[src/rtl/line_centroid_tracker_pkg.sv]
`default_nettype none
// ============================================================================
// Module   : line_centroid_tracker_pkg
// Purpose  : Shared geometry, datapath widths and FSM encoding for the
//            line centroid tracker and its divider.
// Revision : 1.0 - initial release
// ============================================================================
package line_centroid_tracker_pkg;

  localparam int IMG_W = 320;
  localparam int IMG_H = 240;
  localparam int COL_W = 9;
  localparam int ROW_W = $clog2(IMG_H) + 1;
  localparam int SUM_W = 15;
  localparam int CNT_W = 7;

  typedef enum logic [1:0] {
    ST_IDLE    = 2'd0,
    ST_ACCUM   = 2'd1,
    ST_DIVIDE  = 2'd2,
    ST_PUBLISH = 2'd3
  } state_e;

  // Midpoint of a dark span, truncating.
  function automatic logic [COL_W-1:0] span_center(input logic [COL_W-1:0] a,
                                                   input logic [COL_W-1:0] b);
    logic [COL_W:0] s;
    s = {1'b0, a} + {1'b0, b};
    return s[COL_W:1];
  endfunction

endpackage
`default_nettype wire

[src/rtl/line_centroid_tracker_divider.sv]
`default_nettype none
// ============================================================================
// Module   : seq_divider_15x7
// Purpose  : 15-cycle restoring divider (15-bit / 7-bit) with start/done
//            handshake and synchronous abort.
// Revision : 1.0 - initial release
// ============================================================================
module seq_divider_15x7
  import line_centroid_tracker_pkg::*;
(
  input  logic             clk,
  input  logic             rst_n,
  input  logic             start_i,
  input  logic             abort_i,
  input  logic [SUM_W-1:0] dividend_i,
  input  logic [CNT_W-1:0] divisor_i,
  output logic             done_o,
  output logic [SUM_W-1:0] quotient_o
);

  localparam logic [3:0] c_last_iter = 4'(SUM_W - 1);

  logic             busy_q;
  logic             done_q;
  logic [3:0]       iter_q;
  logic [SUM_W-1:0] quot_q;
  logic [CNT_W-1:0] rem_q;
  logic [CNT_W-1:0] divisor_q;

  logic [CNT_W:0]   w_rem_sh;
  logic             w_ge;
  logic [SUM_W-1:0] quot_d;
  logic [CNT_W-1:0] rem_d;

  // The restored remainder is always below the divisor, so 7-bit wrap is exact.
  always_comb begin
    w_rem_sh = {rem_q, quot_q[SUM_W-1]};
    w_ge     = (w_rem_sh >= {1'b0, divisor_q});
    rem_d    = w_ge ? (w_rem_sh[CNT_W-1:0] - divisor_q) : w_rem_sh[CNT_W-1:0];
    quot_d   = {quot_q[SUM_W-2:0], w_ge};
  end

  always_ff @(posedge clk or negedge rst_n) begin
    if (!rst_n) begin
      busy_q    <= 1'b0;
      done_q    <= 1'b0;
      iter_q    <= '0;
      quot_q    <= '0;
      rem_q     <= '0;
      divisor_q <= '0;
    end else begin
      done_q <= 1'b0;
      if (abort_i) begin
        busy_q <= 1'b0;
      end else if (start_i) begin
        busy_q    <= 1'b1;
        iter_q    <= '0;
        quot_q    <= dividend_i;
        rem_q     <= '0;
        divisor_q <= divisor_i;
      end else if (busy_q) begin
        quot_q <= quot_d;
        rem_q  <= rem_d;
        iter_q <= iter_q + 4'd1;
        if (iter_q == c_last_iter) begin
          busy_q <= 1'b0;
          done_q <= 1'b1;
        end
      end
    end
  end

  assign done_o     = done_q;
  assign quotient_o = quot_q;

endmodule
`default_nettype wire

[src/rtl/line_centroid_tracker.sv]
`default_nettype none
// ============================================================================
// Module   : line_centroid_tracker
// Purpose  : Averages the centers of dark spans over a band of rows in a
//            thresholded camera frame and publishes the line column per frame.
//            Optional macro LINE_ROWOUT_EN adds per-row outputs.
// Revision : 1.0 - initial release
// ============================================================================
module line_centroid_tracker #(
  parameter int   IMG_W      = line_centroid_tracker_pkg::IMG_W,
  parameter int   BAND_START = 176,
  parameter int   BAND_ROWS  = 64,
  parameter int   MIN_WIDTH  = 3,
  parameter logic DARK_LEVEL = 1'b1
) (
  input  logic       cam_pclk,
  input  logic       nreset,
  input  logic       in_frame,
  input  logic       pix_valid,
  input  logic       pix_bit,
  output logic [8:0] line_pos,
  output logic       line_found,
  output logic       result_valid,
`ifdef LINE_ROWOUT_EN
  output logic [8:0] row_pos,
  output logic       row_found,
  output logic       row_valid,
`endif
  output logic       frame_overrun
);
  import line_centroid_tracker_pkg::*;

  localparam logic [COL_W-1:0] c_last_col = COL_W'(IMG_W - 1);

  logic             in_frame_q;
  state_e           state_q;
  logic [COL_W-1:0] col_q;
  logic [ROW_W-1:0] row_q;
  logic [COL_W-1:0] first_q;
  logic [COL_W-1:0] last_q;
  logic             any_q;
  logic [SUM_W-1:0] sum_q;
  logic [CNT_W-1:0] cnt_q;
  logic [COL_W-1:0] line_pos_q;
  logic             line_found_q;
  logic             result_valid_q;
  logic             overrun_q;

  logic             w_rise, w_fall, w_pix, w_dark, w_row_end;
  logic             w_in_band, w_any, w_row_hit;
  logic [COL_W-1:0] w_first, w_last, w_center, w_quot_sat;
  logic [COL_W:0]   w_span;
  logic             w_div_start, w_div_abort, w_div_done;
  logic [SUM_W-1:0] w_quot;

  // Row-end decisions must include the pixel arriving this cycle.
  always_comb begin
    w_rise      = in_frame & ~in_frame_q;
    w_fall      = ~in_frame & in_frame_q;
    w_pix       = (state_q == ST_ACCUM) & in_frame & pix_valid;
    w_dark      = w_pix & (pix_bit == DARK_LEVEL);
    w_row_end   = w_pix & (col_q == c_last_col);
    w_in_band   = (int'(row_q) >= BAND_START) && (int'(row_q) < BAND_START + BAND_ROWS);
    w_any       = any_q | w_dark;
    w_first     = any_q ? first_q : col_q;
    w_last      = w_dark ? col_q : last_q;
    w_span      = {1'b0, w_last} - {1'b0, w_first} + (COL_W+1)'(1);
    w_row_hit   = w_row_end & w_in_band & w_any & (int'(w_span) >= MIN_WIDTH);
    w_center    = span_center(w_first, w_last);
    w_div_start = (state_q == ST_ACCUM) & w_fall & (cnt_q != '0);
    w_div_abort = (state_q == ST_DIVIDE) & w_rise;
    w_quot_sat  = (w_quot > SUM_W'(IMG_W - 1)) ? c_last_col : w_quot[COL_W-1:0];
  end

  always_ff @(posedge cam_pclk or negedge nreset) begin
    if (!nreset) begin
      in_frame_q <= 1'b0;
      col_q      <= '0;
      row_q      <= '0;
      first_q    <= '0;
      last_q     <= '0;
      any_q      <= 1'b0;
      sum_q      <= '0;
      cnt_q      <= '0;
    end else begin
      in_frame_q <= in_frame;
      if (w_rise) begin
        col_q   <= '0;
        row_q   <= '0;
        first_q <= '0;
        last_q  <= '0;
        any_q   <= 1'b0;
        sum_q   <= '0;
        cnt_q   <= '0;
      end else if (w_pix) begin
        if (w_row_end) begin
          col_q   <= '0;
          first_q <= '0;
          last_q  <= '0;
          any_q   <= 1'b0;
          if (row_q != '1) row_q <= row_q + ROW_W'(1);
          if (w_row_hit) begin
            sum_q <= sum_q + SUM_W'(w_center);
            cnt_q <= cnt_q + CNT_W'(1);
          end
        end else begin
          col_q <= col_q + COL_W'(1);
          if (w_dark) begin
            if (!any_q) first_q <= col_q;
            last_q <= col_q;
            any_q  <= 1'b1;
          end
        end
      end
    end
  end

  always_ff @(posedge cam_pclk or negedge nreset) begin
    if (!nreset) begin
      state_q        <= ST_IDLE;
      line_pos_q     <= '0;
      line_found_q   <= 1'b0;
      result_valid_q <= 1'b0;
      overrun_q      <= 1'b0;
    end else begin
      result_valid_q <= 1'b0;
      case (state_q)
        ST_IDLE:   if (w_rise) state_q <= ST_ACCUM;
        ST_ACCUM:  if (w_fall) state_q <= ST_DIVIDE;
        ST_DIVIDE: begin
          if (w_rise) begin
            overrun_q <= 1'b1;
            state_q   <= ST_ACCUM;
          end else if ((cnt_q == '0) || w_div_done) begin
            state_q <= ST_PUBLISH;
          end
        end
        ST_PUBLISH: begin
          line_pos_q     <= (cnt_q == '0) ? '0 : w_quot_sat;
          line_found_q   <= (cnt_q != '0);
          result_valid_q <= 1'b1;
          state_q        <= w_rise ? ST_ACCUM : ST_IDLE;
        end
        default:   state_q <= ST_IDLE;
      endcase
    end
  end

  seq_divider_15x7 u_div (
    .clk        (cam_pclk),
    .rst_n      (nreset),
    .start_i    (w_div_start),
    .abort_i    (w_div_abort),
    .dividend_i (sum_q),
    .divisor_i  (cnt_q),
    .done_o     (w_div_done),
    .quotient_o (w_quot)
  );

  assign line_pos      = line_pos_q;
  assign line_found    = line_found_q;
  assign result_valid  = result_valid_q;
  assign frame_overrun = overrun_q;

`ifdef LINE_ROWOUT_EN
  logic [COL_W-1:0] row_pos_q;
  logic             row_found_q;
  logic             row_valid_q;

  always_ff @(posedge cam_pclk or negedge nreset) begin
    if (!nreset) begin
      row_pos_q   <= '0;
      row_found_q <= 1'b0;
      row_valid_q <= 1'b0;
    end else begin
      row_valid_q <= w_row_end & w_in_band;
      if (w_row_end & w_in_band) begin
        row_pos_q   <= w_any ? w_center : '0;
        row_found_q <= w_row_hit;
      end
    end
  end

  assign row_pos   = row_pos_q;
  assign row_found = row_found_q;
  assign row_valid = row_valid_q;
`endif

endmodule
`default_nettype wire
[config.mk]
export PLATFORM = sky130hd
export DESIGN_NAME = line_centroid_tracker
export DESIGN_NICKNAME = d
export VERILOG_FILES = /design/src/rtl/line_centroid_tracker_pkg.sv /design/src/rtl/line_centroid_tracker_divider.sv /design/src/rtl/line_centroid_tracker.sv
export SDC_FILE = /design/constraint.sdc
export NUM_CORES = 1
export LEC_CHECK = 0
export BUFFER_PORTS_ARGS = -buffer_cell sky130_fd_sc_hd__buf_2
export CAP_MARGIN = 10
export CELL_PAD_IN_SITES_DETAIL_PLACEMENT = 1
export CELL_PAD_IN_SITES_GLOBAL_PLACEMENT = 1
export CORE_MARGIN = 2
export CORE_UTILIZATION = 25
export CTS_CLUSTER_DIAMETER = 30
export DETAILED_ROUTE_END_ITERATION = 6
export PLACE_DENSITY_LB_ADDON = 0.1
export SYNTH_ARGS = -nofsm -noshare
export SYNTH_HDL_FRONTEND = slang
export SYNTH_SLANG_ARGS = --single-unit
export TNS_END_PERCENT = 1
[constraint.sdc]
create_clock -name cam_pclk -period 5.2 [get_ports cam_pclk]
set_input_delay 0 -clock cam_pclk [delete_from_list [all_inputs] [get_ports cam_pclk]]
set_output_delay 0 -clock cam_pclk [all_outputs]
set_load 0.005 [all_outputs]
==> impl_metrics.env, run 1 <==
export IMPL_clk_path_buf_depth=2
export IMPL_die_h_um=169
export IMPL_required_ns=5.49
export IMPL_finalSetupViolCount=0
export IMPL_p_clk_share_pct=26.9
export IMPL_hold_viol=0
export IMPL_final_cell_area_um2=7570
export IMPL_synth_fp_nets=794
export IMPL_cts_made_buffers=9
export IMPL_clk_latency_ns=0.37
export IMPL_cts_max_level=3
export IMPL_p_leak_nw=3.37
export IMPL_maxCapViolCount=0
export IMPL_grt_pass1_wl_um=31200
export IMPL_setup_tns_ns=0
export IMPL_drt_iter0_markers=227
export IMPL_async_flop_share_pct=100
export IMPL_gp_congestion=0.791
export IMPL_ant_nets=0
export IMPL_worstSetupPathType="reg2reg"
export IMPL_fmax_ghz=0.217
export IMPL_diodes=0
export IMPL_drt_total_wl_um=18800
export IMPL_antenna_found_initial=0
export IMPL_syn_area_um2=6780
export IMPL_max_slew_margin_pct=41.5
export IMPL_hold_class="in2async"
export IMPL_synth_seq_area_share_pct=40.2
export IMPL_yosysUniqueCellTypes=71
export IMPL_cts_resized_gates=0
export IMPL_drive_gt1_share_pct=9.73
export IMPL_worstMarginPinSlew_ns=0.874
export IMPL_synthTopCellsByCount="109 x dfrtp_1, 95 x nand2_1, 66 x nor2_1"
export IMPL_clk_pin_slew_ns=0.09
export IMPL_fin_crit_ns=4.61
export IMPL_ys_warn_count=0
export IMPL_start_util_pct=25.3
export IMPL_powerDensity_nw_per_um2=366
export IMPL_hpwl_um=14200
export IMPL_synth_cells=735
export IMPL_synth_area_top_cells="dfrtp_1 40%, ha_1 9.2%, nand2_1 5.3%"
export IMPL_ios=17
export IMPL_post_cts_buffers=0
export IMPL_grt_pass1_vias=5679
export IMPL_period_share_pct=88.7
export IMPL_area_growth_pct=11.7
export IMPL_core_area_um2=26800
export IMPL_p_switching_mw=1.02
export IMPL_netlist_area_leader_share_pct=40.2
export IMPL_switching_share_pct=36.8
export IMPL_rsz0062_at_grt="no"
export IMPL_ys_dominant_reg_cell="dfrtp_1"
export IMPL_synth_seq_cells=109
export IMPL_crit_fanout=9
export IMPL_slew_viol_final=0
export IMPL_p_int_mw=1.75
export IMPL_die_x_um=169
export IMPL_drc_errors=0
export IMPL_dr_pass1_iters=4
export IMPL_num_vias=5266
export IMPL_fin_total_pwr_mw=2.77
export IMPL_port_buffers=16
export IMPL_yosysTopAreaCell="dfrtp_1"
export IMPL_avgSynthCellArea_um2=9.22
export IMPL_synth_edf_count=0
export IMPL_cts_sinks=109
export IMPL_fin_worst_skew_ns=0.0153
export IMPL_outcome="finished, final reports clean"
export IMPL_power_frac_seq_pct=40.1
export IMPL_wl_per_cell_um=17.2
export IMPL_grt_overflow=0
export IMPL_reg2reg_setup_slack_ns=0.59
export IMPL_grt_max_degree=62
export IMPL_peakVddDrop_mv=0.151
export IMPL_critical_path_arrival_ns=4.91
export IMPL_post_dp_cell_area_um2=7240
export IMPL_grt_use_total_pct=13.9
export IMPL_die_area_um2=28400
export IMPL_synthMostInstantiatedCell="dfrtp_1"
export IMPL_root_buffer="clkbuf_16"
export IMPL_critPathCaptureType="flip-flop"
export IMPL_cts_tree="done"
export IMPL_viasPerCell=4.83
export IMPL_start_kind="flip-flop"
export IMPL_row_count=60
export IMPL_fin_nets=804
export IMPL_combPwrFrac_pct=33.0
## metrics by stage
step | util (%) | hold slack, ns | setup slack [ns] | std cells
after detailed placement | 27.0 | 0.165 | 0.598 | 1073
after floorplan | - | -0.296 | 1.06 | 735
after CTS | 28.2 | 0.312 | 0.581 | 1091
after global placement | 27.0 | 0.156 | 0.715 | 1073
final | 28.2 | 0.288 | 0.587 | 1091
after global routing | 28.2 | 0.350 | 0.197 | 1091
## layout make-up
type | count | area (um2)
Clock inverter | 7 | 83.8
Clock buffer | 9 | 225
Sequential cell | 109 | 2730
Inverter | 57 | 214
Tap cell | 341 | 427
Multi-Input combinational cell | 540 | 3720
Fill cell | 3095 | 19200
Timing Repair Buffer | 28 | 178
## worst paths after layout
path / startpoint / to / cells after the start
setup / recovery: state_q[1] / sum_q[14] / 19
hold / removal: nreset / u_div.divisor_q[4] / 2
setup reg to reg: state_q[1] / sum_q[14] / 19
hold reg to reg: line_pos[8] / line_pos[8] / 2
max in group asynchronous: nreset / last_q[4] / 3
min in group cam_pclk: in_frame / in_frame_q / 2
## logic make-up (layout without fill, tap and decap cells)
| kind of cell | Yosys count | after routing | synth area share [%] |
|---|---|---|---|
| and+or+nand+nor | 240 | 240 | 16.5 |
| AOI/OAI and AO/OA | 189 | 189 | 19.9 |
| DFF | 109 | 109 | 40.2 |
| buffers and inverters | 86 | 101 | 5.09 |
| adders and majority gates | 54 | 54 | 10.4 |
| xor gates and xnor gates | 30 | 30 | 3.88 |
| muxes | 27 | 27 | 4.02 |
## critical path, stage by stage, from the launching register on
cell and delay, ns:
dfrtp_1 0.41, and4b_1 0.31, nand2_1 0.27, mux2i_1 0.44, inv_1 0.08, ha_1 0.30
a21o_1 0.18, a21oi_1 0.22, o21bai_1 0.09, a21oi_1 0.23, o31ai_1 0.13, xnor2_1 0.16
ha_1 0.32, o21a_1 0.14, o21a_1 0.11, nor2_1 0.04, a31oi_1 0.28, a21oi_1 0.19
or4_1 0.48, a21oi_1 0.15
## state kept, by name, summed over array words and instances (netlist names), 4 cells and up
signal            count
first_q               9
last_q                9
line_pos              9
sum_q                15
u_div.divisor_q       7
cnt_q                 7
u_div.rem_q           7
u_div.iter_q          4
col_q                 9
u_div.quotient_o     15
row_q                 9
## power by group through the flow
stage	combinational (mW)	clock, mW	sequential, mW
floorplan	0.701	0	1.09
global placement	0.896	0	1.12
detailed placement	0.930	0	1.13
CTS	0.935	0.775	1.11
global route	1.04	0.798	1.13
finish	0.914	0.746	1.11
## layer usage
layer	up-vias	part of all wire, %	track usage, %
met5	-	0	0
met4	0	0.92	3.11
met1	2636	52	19.9
li1	2585	-	-
met3	12	2.1	2.31
met2	33	45	22.0
## layout by cell type, fill, tap and decap left out, drive strengths merged, types with 4 or more instances in the layout
cell type	instances
xor2	16
ha	50
a211oi	20
and3	4
a21o	9
o31ai	7
nand2b	6
nand3	13
o21a	5
dfrtp	109
nor2	66
a21oi	40
buf	26
a32o	9
nand4	11
xnor2	14
nor3	10
nor2b	10
a21boi	4
a31o	6
a2111oi	4
o21ai	60
nand2	95
fa	4
o21bai	6
mux2i	25
nor3b	4
clkinv	5
clkbuf	9
inv	57
## repair_timing
action,in CTS,in global routing
endpoints found under the setup margin,0,0
hold endpoints to repair,61,0
hold buffers,2,0
Note: power is estimated with default switching activity, not from simulation.
==> run 2, diff against run 1 <==
Settings changed: CORE_UTILIZATION 25 to 31.
==> run 2 against run 1 <==
Effect of this change: combinational power grew 0.7%; clock-buffer cell count grew 4; highest routed layer unchanged; critical path depth grew 1; maximum frequency shrank 1.7%; final cell count shrank 5.4%; clock skew shrank 0.0053 ns; critical path type unchanged; global-route usage grew 2.4 points; via count grew 0.85%.
==> impl_metrics.env, run 2 (synthesis gave the netlist of run 1 again) <==
export IMPL_outcome="finished, final reports clean"
export IMPL_setup_tns_ns=0
export IMPL_post_dp_cell_area_um2=7180
export IMPL_drt_total_wl_um=18000
export IMPL_die_x_um=152
export IMPL_slew_viol_final=0
export IMPL_reg2reg_setup_slack_ns=0.51
export IMPL_layout_commonest_cell="dfrtp_1"
export IMPL_p_switching_mw=0.983
export IMPL_root_buffer="clkbuf_16"
export IMPL_seqCellArea_um2=2730
export IMPL_start_util_pct=31.4
export IMPL_cts_sinks=109
export IMPL_powerDensity_nw_per_um2=372
export IMPL_fill_cells=2502
export IMPL_clk_latency_ns=0.36
export IMPL_grt_max_degree=63
export IMPL_cts_tree="done"
export IMPL_drt_iter0_markers=242
export IMPL_final_cell_mix="109 x dfrtp_1, 95 x nand2_1, 65 x nor2_1, 58 x o21ai_0, 56 x inv_1"
export IMPL_worstReg2RegStart="state_q[1]"
export IMPL_crit_path_end="sum_q[14]"
export IMPL_port_buffers=16
export IMPL_ios=17
export IMPL_final_cell_area_um2=7530
export IMPL_final_cells=1032
export IMPL_dr_pass1_iters=6
export IMPL_worstMarginPinSlew_ns=0.820
export IMPL_ant_nets=0
export IMPL_core_area_um2=21600
export IMPL_clk_pin_slew_ns=0.08
export IMPL_worstRegToRegCells=20
export IMPL_power_frac_seq_pct=39.7
export IMPL_hold_viol=0
export IMPL_maxCapViolCount=0
export IMPL_multiInputGateArea_um2=3720
export IMPL_hold_class="in2reg"
export IMPL_row_count=54
export IMPL_post_cts_buffers=0
export IMPL_switching_share_pct=35.0
export IMPL_area_growth_pct=11.1
export IMPL_grt_pass1_wl_um=30500
export IMPL_p_int_mw=1.82
export IMPL_cts_max_level=3
export IMPL_diodes=0
export IMPL_worstSetupPathType="reg2reg"
export IMPL_cts_made_buffers=9
export IMPL_gp_congestion=0.791
export IMPL_p_clk_share_pct=27.5
export IMPL_fin_worst_skew_ns=0.00999
export IMPL_crit_fanout=26
export IMPL_fmax_ghz=0.213
export IMPL_clk_path_buf_depth=2
export IMPL_drive_gt1_share_pct=9.71
export IMPL_drc_errors=0
export IMPL_num_vias=5311
export IMPL_crit_reg2reg_capture="sum_q[14]"
export IMPL_rsz0062_at_grt="no"
export IMPL_viasPerCell=5.15
export IMPL_p_leak_nw=3.38
export IMPL_setup_slack_ns=0.508
export IMPL_grt_overflow=0
export IMPL_finalSetupViolCount=0
export IMPL_dp_cells=1014
export IMPL_fin_nets=806
export IMPL_dp_slack_ns=0.532
export IMPL_antenna_found_initial=0
export IMPL_worstSetupStartpoint="state_q[1]"
export IMPL_hold_slack_ns=0.281
export IMPL_die_h_um=152
export IMPL_die_area_um2=23100
export IMPL_wl_per_cell_um=17.5
export IMPL_hpwl_um=13500
export IMPL_period_share_pct=90.2
export IMPL_max_slew_margin_pct=45.3
export IMPL_critPathCaptureType="flip-flop"
export IMPL_min_from="pix_bit"
export IMPL_critical_path_arrival_ns=4.97
export IMPL_grt_pass1_vias=5687
export IMPL_required_ns=5.48
export IMPL_peakVddDrop_mv=0.170
export IMPL_combPwrFrac_pct=32.8
export IMPL_grt_use_total_pct=16.3
export IMPL_fin_crit_ns=4.69
export IMPL_start_kind="flip-flop"
[run 2: stage by stage]
step / utilization (%) / total power, mW
after CTS: 34.8 / 2.84
after global routing: 34.8 / 3.00
after global placement: 33.2 / 2.01
after floorplan: - / 1.79
final: 34.8 / 2.80
after detailed placement: 33.2 / 2.06
[run 2: layout make-up]
class,count,area share (%)
inverter,57,2.84
sequential,109,36.2
multi-input combinational,540,49.4
clock buffer,13,3.46
clock inverter,3,0.897
tap,280,4.65
timing repair buffer,30,2.56
[run 2: worst max-delay path: stages, from the launching register on]
cell      delay, ns
dfrtp_1        0.40
and4b_1        0.37
buf_4          0.24
and2_1         0.17
buf_4          0.28
nand2_1        0.10
nand2_1        0.12
ha_1           0.30
a21oi_1        0.25
o21bai_1       0.10
a21oi_1        0.26
o31ai_1        0.15
xnor2_1        0.14
ha_1           0.33
o21a_1         0.16
o21a_1         0.11
nor2_1         0.04
a31oi_1        0.26
a21oi_1        0.17
or4_1          0.49
a21oi_1        0.17
[run 2: repair_timing]
action / CTS / global route
hold buffers: 2 / 0
hold endpoints to repair: 62 / 0
resized for setup: 0 / 0
[run 2: worst min-delay path by stage]
stage | endpoint | slack (ns) | cells after the start
after global routing | last_q[0] | 0.33 | 5
after CTS | last_q[0] | 0.27 | 5
after floorplan | any_q | -0.30 | 0
final | last_q[0] | 0.28 | 5
after global placement | u_div.divisor_q[5] | 0.14 | 1
after detailed placement | u_div.divisor_q[5] | 0.15 | 1
[run 2: layer usage]
| layer | GRT usage [%] | wire length (um) | vias up |
|---|---|---|---|
| met5 | 0 | 0 | - |
| met4 | 3.87 | 193 | 0 |
| met3 | 2.08 | 337 | 12 |
| met2 | 25.6 | 8040 | 40 |
| met1 | 23.9 | 9460 | 2674 |
| li1 | - | - | 2585 |
[run 2: power by group through the flow]
| stage | clock, mW | combinational (mW) | sequential (mW) |
|---|---|---|---|
| 2_1_floorplan | 0 | 0.701 | 1.09 |
| 3_3_place_gp | 0 | 0.886 | 1.12 |
| 3_5_place_dp | 0 | 0.925 | 1.13 |
| 4_1_cts | 0.789 | 0.932 | 1.11 |
| 5_1_grt | 0.821 | 1.04 | 1.14 |
| 6_report | 0.771 | 0.920 | 1.11 |
==> run 3, diff against run 2 <==
Settings changed: MAX_ROUTING_LAYER set to met4, RECOVER_POWER set to 50.
Clock period 5.2 ns to 5.95 ns, I/O delays scaled along.
==> run 3 against run 2 <==
Effect of this change: the flow now finishes with violations (max-capacitance violations, max-slew violations); worst hold slack better by 0.030 ns; wire length is 2.7% lower; setup slack better by 0.61 ns; first-iteration DRC count is 0.83% lower; utilization is 0.43 points lower; sequential power is 12% lower; clock power is 20% lower; clock-buffer cell count is 3 lower; design area is 1.2% lower; flip-flop and latch count stayed put; clock skew is 0.0016 ns higher; sequential share of layout area is 0.45 points higher; critical endpoint unchanged.
==> impl_metrics.env, run 3 (synthesis gave the netlist of run 1 again) <==
export IMPL_num_vias=5303
export IMPL_drt_total_wl_um=17500
export IMPL_dp_cells=1009
export IMPL_gp_congestion=0.796
export IMPL_worstMarginPinSlew_ns=2.75
export IMPL_cts_resized_gates=0
export IMPL_die_area_um2=23100
export IMPL_layout_commonest_cell="dfrtp_1"
export IMPL_clk_pin_slew_ns=0.07
export IMPL_grt_max_degree=63
export IMPL_p_leak_nw=3.30
export IMPL_grt_overflow=0
export IMPL_violations="max-capacitance violations, max-slew violations"
export IMPL_min_from="pix_bit"
export IMPL_start_kind="flip-flop"
export IMPL_slew_viol_final=112
export IMPL_die_h_um=152
export IMPL_finalSetupViolCount=0
export IMPL_worstReg2RegStart="state_q[1]"
export IMPL_min_to="first_q[8]"
export IMPL_critPathCaptureType="flip-flop"
export IMPL_area_growth_pct=9.69
export IMPL_crit_fanout=17
export IMPL_wl_per_cell_um=17.1
export IMPL_maxCapViolCount=2
export IMPL_start_util_pct=31.4
export IMPL_drc_errors=0
export IMPL_cts_sinks=109
export IMPL_ant_nets=0
export IMPL_rsz0062_at_grt="no"
export IMPL_worstRegToRegCells=20
export IMPL_port_buffers=16
export IMPL_reg2reg_setup_slack_ns=1.12
export IMPL_peakVddDrop_mv=0.143
export IMPL_row_count=54
export IMPL_dr_pass1_iters=4
export IMPL_hpwl_um=13200
export IMPL_cts_tree="done"
export IMPL_clk_path_buf_depth=2
export IMPL_drt_iter0_markers=240
export IMPL_hold_class="in2reg"
export IMPL_fin_crit_ns=4.83
export IMPL_powerDensity_nw_per_um2=319
export IMPL_fmax_ghz=0.207
export IMPL_cts_max_level=3
export IMPL_final_cell_mix="109 x dfrtp_1, 95 x nand2_1, 65 x nor2_1, 58 x o21ai_0, 56 x inv_1"
export IMPL_hold_path_depth=4
export IMPL_hold_slack_ns=0.310
export IMPL_viasPerCell=5.17
export IMPL_post_cts_buffers=0
export IMPL_max_slew_margin_pct=-83.4
export IMPL_fin_worst_skew_ns=0.0116
export IMPL_hold_buffers=2
export IMPL_core_area_um2=21600
export IMPL_crit_reg2reg_capture="sum_q[14]"
export IMPL_worstSetupPathType="reg2reg"
export IMPL_antenna_found_initial=0
export IMPL_final_cells=1025
export IMPL_root_buffer="clkbuf_16"
export IMPL_fin_nets=801
export IMPL_hold_viol=0
export IMPL_die_x_um=152
export IMPL_critical_path_arrival_ns=5.10
export IMPL_required_ns=6.22
export IMPL_ios=17
export IMPL_cts_made_buffers=9
export IMPL_outcome="finished, violations left"
export IMPL_clk_latency_ns=0.36
export IMPL_setup_tns_ns=0
export IMPL_grt_pass1_wl_um=30000
export IMPL_period_share_pct=81.1
export IMPL_grt_pass1_vias=5619
export IMPL_grt_use_total_pct=16.5
export IMPL_drive_gt1_share_pct=7.92
export IMPL_diodes=0
## run 3: area by class of cell
class                           instances  area, um2
Clock buffer                           10        239
Sequential cell                       109       2730
Fill cell                            2514      14200
Timing Repair Buffer                   25        139
Clock inverter                          4       50.0
Inverter                               57        214
Multi-Input combinational cell        540       3720
Tap cell                              280        350
## run 3: worst max-delay path, cell delays in order, from the launching register on
cell and delay [ns]:
dfrtp_1 0.41, and4b_1 0.26, buf_4 0.21, nand2_1 0.24, mux2i_1 0.41, inv_1 0.09, ha_1 0.31, a21o_1 0.18
a21oi_1 0.23, o21bai_1 0.11, a21oi_1 0.25, o31ai_1 0.14, xnor2_1 0.14, ha_1 0.32, o21a_1 0.15, o21a_1 0.11
nor2_1 0.04, a31oi_1 0.27, a21oi_1 0.19, or4_1 0.50, a21oi_1 0.17
## run 3: metal layers
| layer | vias to the layer above | GRT usage, % | part of all wire, % | wire [um] |
|---|---|---|---|---|
| li1 | 2586 | - | - | - |
| met1 | 2641 | 23.7 | 51 | 8990 |
| met2 | 63 | 24.5 | 45 | 7910 |
| met3 | 13 | 1.74 | 2.6 | 463 |
| met4 | 0 | 4.98 | 1.0 | 177 |
| met5 | - | - | 0 | 0 |
## run 3: stage by stage
step	area, um2	worst slack, ns	utilization, %	power, mW
detailed placement	7140	1.17	33.0	1.79
CTS	7450	1.08	34.5	2.41
floorplan	6780	1.81	-	1.56
global route	7440	0.685	34.4	2.56
finish	7440	1.12	34.4	2.38
global placement	7140	1.36	33.0	1.75
## run 3: power breakdown
part | switching, mW | internal (mW) | total, mW
clock network | 0.281 | 0.333 | 0.614
logic | 0.464 | 0.324 | 0.788
registers | 0.104 | 0.869 | 0.973
## run 3: worst max path at each step
stage                     from         to  slack, ns  depth (start not counted)
floorplan           state_q[1]  sum_q[14]       1.81                         22
global placement    state_q[1]  sum_q[14]       1.36                         20
detailed placement  state_q[1]  sum_q[14]       1.17                         20
CTS                 state_q[1]  sum_q[14]       1.08                         20
global route        state_q[1]  sum_q[14]       0.69                         20
finish              state_q[1]  sum_q[14]       1.12                         20
